$ cat src/rtl/demux_14_tdm.sv
// demux_14_tdm: rebuilds a 4-lane word from a Gray-ordered TDM slot stream.
// Optional macro DEMUX_PARITY_EN adds an even-parity fifth slot per frame.
module demux_14_tdm #(
  parameter int WIDTH = 1
) (
  input  logic               clk,
  input  logic               rst,
  input  logic [WIDTH-1:0]   din,
  input  logic               din_valid,
  input  logic               sync,
  output logic [4*WIDTH-1:0] o,
  output logic               o_valid,
  output logic [1:0]         s,
  output logic               err
);

  typedef enum logic {
    HUNT,
    COLLECT
  } state_t;

  state_t             state_q, state_d;
  logic [1:0]         s_q, s_d;
  logic [4*WIDTH-1:0] sh_q, sh_d;
  logic [4*WIDTH-1:0] o_q, o_d;
  logic               ov_q, ov_d;
  logic               err_q, err_d;
  logic [4*WIDTH-1:0] merged;
  logic [1:0]         s_next;

`ifdef DEMUX_PARITY_EN
  logic               par_q, par_d;
`endif

  // Shadow word with the current slot dropped into lane index s.
  always_comb begin
    merged = sh_q;
    for (int k = 0; k < 4; k++) begin
      if (s_q == 2'(k)) merged[k*WIDTH +: WIDTH] = din;
    end
  end

  // Gray-order successor of the current select code.
  always_comb begin
    s_next = 2'b00;
    case (s_q)
      2'b00:   s_next = 2'b01;
      2'b01:   s_next = 2'b11;
      2'b11:   s_next = 2'b10;
      default: s_next = 2'b00;
    endcase
  end

  // Framing FSM: next-state, shadow and output strobes.
  always_comb begin
    state_d = state_q;
    s_d     = s_q;
    sh_d    = sh_q;
    o_d     = o_q;
    ov_d    = 1'b0;
    err_d   = 1'b0;
`ifdef DEMUX_PARITY_EN
    par_d   = par_q;
`endif
    case (state_q)
      HUNT: begin
        if (din_valid && sync) begin
          sh_d            = '0;
          sh_d[WIDTH-1:0] = din;
          s_d             = 2'b01;
          state_d         = COLLECT;
        end
      end
      default: begin
        if (din_valid) begin
          if (sync && s_q != 2'b00) begin
            err_d           = 1'b1;
            sh_d            = '0;
            sh_d[WIDTH-1:0] = din;
            s_d             = 2'b01;
`ifdef DEMUX_PARITY_EN
            par_d           = 1'b0;
`endif
          end else if (!sync && s_q == 2'b00) begin
            err_d   = 1'b1;
            state_d = HUNT;
`ifdef DEMUX_PARITY_EN
          end else if (par_q) begin
            par_d = 1'b0;
            s_d   = 2'b00;
            if (din[0] == ^sh_q) begin
              o_d  = sh_q;
              ov_d = 1'b1;
            end else begin
              err_d = 1'b1;
            end
`endif
          end else begin
            sh_d = merged;
            if (s_q == 2'b10) begin
`ifdef DEMUX_PARITY_EN
              par_d = 1'b1;
`else
              o_d  = merged;
              ov_d = 1'b1;
              s_d  = 2'b00;
`endif
            end else begin
              s_d = s_next;
            end
          end
        end
      end
    endcase
  end

  // State and output registers; everything clears on reset.
  always_ff @(posedge clk or posedge rst) begin
    if (rst) begin
      state_q <= HUNT;
      s_q     <= 2'b00;
      sh_q    <= '0;
      o_q     <= '0;
      ov_q    <= 1'b0;
      err_q   <= 1'b0;
    end else begin
      state_q <= state_d;
      s_q     <= s_d;
      sh_q    <= sh_d;
      o_q     <= o_d;
      ov_q    <= ov_d;
      err_q   <= err_d;
    end
  end

`ifdef DEMUX_PARITY_EN
  // Parity-phase flag: set after slot 10, cleared by the parity slot.
  always_ff @(posedge clk or posedge rst) begin
    if (rst) par_q <= 1'b0;
    else     par_q <= par_d;
  end
`endif

  assign o       = o_q;
  assign o_valid = ov_q;
  assign s       = s_q;
  assign err     = err_q;

endmodule

$ cat config.mk
export PLATFORM = sky130hd
export DESIGN_NAME = demux_14_tdm
export DESIGN_NICKNAME = d
export VERILOG_FILES = /design/src/rtl/demux_14_tdm.sv
export SDC_FILE = /design/constraint.sdc
export NUM_CORES = 1
export LEC_CHECK = 0
export CORE_MARGIN = 1
export CORE_UTILIZATION = 30
export DETAILED_ROUTE_END_ITERATION = 10
export GPL_TIMING_DRIVEN = 0
export HOLD_SLACK_MARGIN = 0.02
export PLACE_DENSITY_LB_ADDON = 0.1
export SLEW_MARGIN = 20
export SYNTH_ARGS = -nofsm -noshare
export SYNTH_HDL_FRONTEND = slang
export SYNTH_SLANG_ARGS = --single-unit
export TNS_END_PERCENT = 20
$ cat constraint.sdc
create_clock -name clk -period 1.6 [get_ports clk]
set_clock_uncertainty 0.15 [all_clocks]
set_input_delay 0.24 -clock clk [delete_from_list [all_inputs] [get_ports clk]]
set_output_delay 0.24 -clock clk [all_outputs]
set_load 0.01 [all_outputs]
==> flow_summary.yaml <==
run_status:
  status: "complete, no violations"
critical_path:
  worst-setup-path-type: "flip-flop to output port"
  cp-start-kind: "flip-flop"
  critPathTopFamily: "buffers and inverters"
  critPathBufInv: 1
  cp.arrival_ns: 1.15
  rrSetupSlack_ns: 0.09
  r2r-end: "o[2]$_DFFE_PP0P_"
  worstPathRequired_ns: 1.21
  cp-end-kind: "output port"
  reg2reg_depth: 4
  cp_max_fo: 2
  cpPeakStageDelay_ns: 0.53
  r2r-start: "s[1]$_DFFE_PP0P_"
  crit_chain: "clkdlybuf4s50_1"
  cp_slowest_cell: "clkdlybuf4s50_1"
sta:
  rsz0062_at_grt: "false"
  fin_hold_ws_ns: 0.101
  fmax_mhz: 649
  fin_tns_setup_ns: 0
  slew_headroom: 0.689
  final_max_slew_viol_count: 0
  tightest_slew_ns: 0.466
  fin_crit_ns: 1.54
  setup_viol: 0
  hold_violations: 0
  post-route-period-util: 0.963
floorplanning:
  initial_core_util: 0.320
  die_h_um: 44.7
  std_cell_rows: 15
  num_io_pins: 13
  dieArea_mm2: 0.00200
  die_w_um: 44.7
  core-area_mm2: 0.00171
cts:
  cts_hold_buf: 0
  cts_root_buf: "clkbuf_4"
  cts_buffers: 3
  cts_buffer_depth: 2
  htreeDepth: 1
  insertion_delay_ns: 0.27
  cts_tree: "built"
  clock_sinks: 12
  clk_pin_slew_ns: 0.08
worst_hold_path:
  min_to: "err$_DFF_PP0_"
  whs_path_depth: 3
  hold_start: "din_valid"
  hold_path.class: "primary input to flip-flop"
yosys:
  seq_area_frac_synth: 0.549
  syn_nets: 57
  synth_edf_count: 0
  syn_avg_cell_area_um2: 10.5
  yosysWarnings: 0
  synth_area_um2: 547
  synth_flop_cell: "dfrtp_1"
  syn_inst: 52
  synth_top_cell_by_area: "dfrtp_1"
  ys_top_cells_by_area: "dfrtp_1 (55%), mux2_2 (8.2%), nand2_1 (7.6%)"
  yosys-top-cells-count: "dfrtp_1 (12), nand2_1 (11), o21ai_0 (5)"
  yosysUniqueCellTypes: 17
  yosysMostFrequentCell: "dfrtp_1"
  synthArstFlopShare: 1.00
  synth_top_area_frac: 0.549
  synth_seq_cells: 12
power:
  p_leak_uw: 0.000350
  powerDensity_mw_per_mm2: 1550
  vdd_drop_max_uv: 727
global_routing:
  track_usage: 0.126
  grt_pass1_vias: 380
  grt_max_degree: 13
  grt_first_pass_wirelength_mm: 1.74
  grt_remaining_overflow: 0
  antenna_found_initial: 0
finish:
  fin_cells: 94
  layout.nets: 75
  area_delta_synth_final_pct: 35.5
  drive_above_1_share: 0.261
  diodes: 0
  fin_util: 0.434
route:
  drc: 0
  post_drt_wl_per_cell_um: 10.4
  drt-total-wl_um: 979
  antenna_left: 0
  wl_met2_um: 442
  routed.top_layer: "met4"
  vias: 408
  vias_per_cell: 4.34
  route.met3.wl_um: 29
  met1_length_um: 486
  first_iter_violations: 0
  dr.pass1.iters: 1
placement:
  dp.cells: 87
  gp_congestion: 0.743
  port_buffers: 10
flow_run:
  drv_cap: 0
## flip-flops by register name, summed over array words and instances, names as in the netlist
name	count
err	1
s	2
o_valid	1
state_q	1
sh_q	3
o	4
## placed cells by master (no fill, tap or decap), drive strengths merged, types with 2 or more instances in the layout
cell type,count
dfrtp,12
nand2b,2
nand2,11
mux2,4
inv,2
clkdlybuf4s50,10
nand3,2
mux2i,2
clkbuf,4
buf,7
nor2,3
o21ai,5
## worst max-delay path by stage
stage                           start                to  slack (ns)  cells after the start
finish               s[1]$_DFFE_PP0P_              s[1]        0.06                      1
global route        state_q$_DFF_PP0_  o[0]$_DFFE_PP0P_       0.001                      4
CTS                  s[1]$_DFFE_PP0P_              s[1]        0.04                      1
detailed placement  state_q$_DFF_PP0_  o[2]$_DFFE_PP0P_        0.08                      4
global placement     s[1]$_DFFE_PP0P_  o[2]$_DFFE_PP0P_        0.08                      3
floorplan            s[0]$_DFFE_PP0P_  o[2]$_DFFE_PP0P_        0.15                      3
## area by class of cell
type / instances / area, um2
timing repair buffer: 13 / 123
clock buffer: 4 / 36.3
inverter: 2 / 7.51
multi-input combinational: 34 / 216
tap: 25 / 31.3
buffer: 4 / 25.0
fill: 179 / 967
sequential: 12 / 302
## report_power, final
part	internal, uW	total (uW)	switching (uW)	leakage (uW)
Clock	138	237	99.1	0.0000210
Combinational	256	469	212	0.000180
Sequential	402	441	39.2	0.000150
## kinds of logic after synthesis
kind of cell | synth area share
flip-flops | 0.549
XOR/XNOR | 0.0160
multiplexers | 0.119
AND/OR/NAND/NOR | 0.192
AO/OA/AOI/OAI | 0.0686
buffers and inverters | 0.0549
## per-stage QoR
stage	area, um2	power, uW	worst slack, ns
global route	741	1240	0.00134
floorplan	547	713	0.151
detailed placement	678	897	0.0848
finish	741	1150	0.0596
global placement	678	894	0.0833
CTS	723	1160	0.0432
## per-layer routing
| layer | GRT usage | up-vias |
|---|---|---|
| li1 | - | 203 |
| met2 | 0.162 | 8 |
| met4 | 0.0909 | 0 |
| met1 | 0.178 | 193 |
| met3 | 0.0360 | 4 |
| met5 | 0 | - |
## timing repair
| action | in CTS | in global routing |
|---|---|---|
| setup endpoints to repair | 1 | 3 |
| buffers inserted | 1 | 2 |
| pin swaps | 0 | 1 |
| endpoints found under the hold margin | 0 | 0 |
| gates resized for setup | 1 | 2 |
| gates cloned | 0 | 0 |
(Power assumes the default switching activity.)
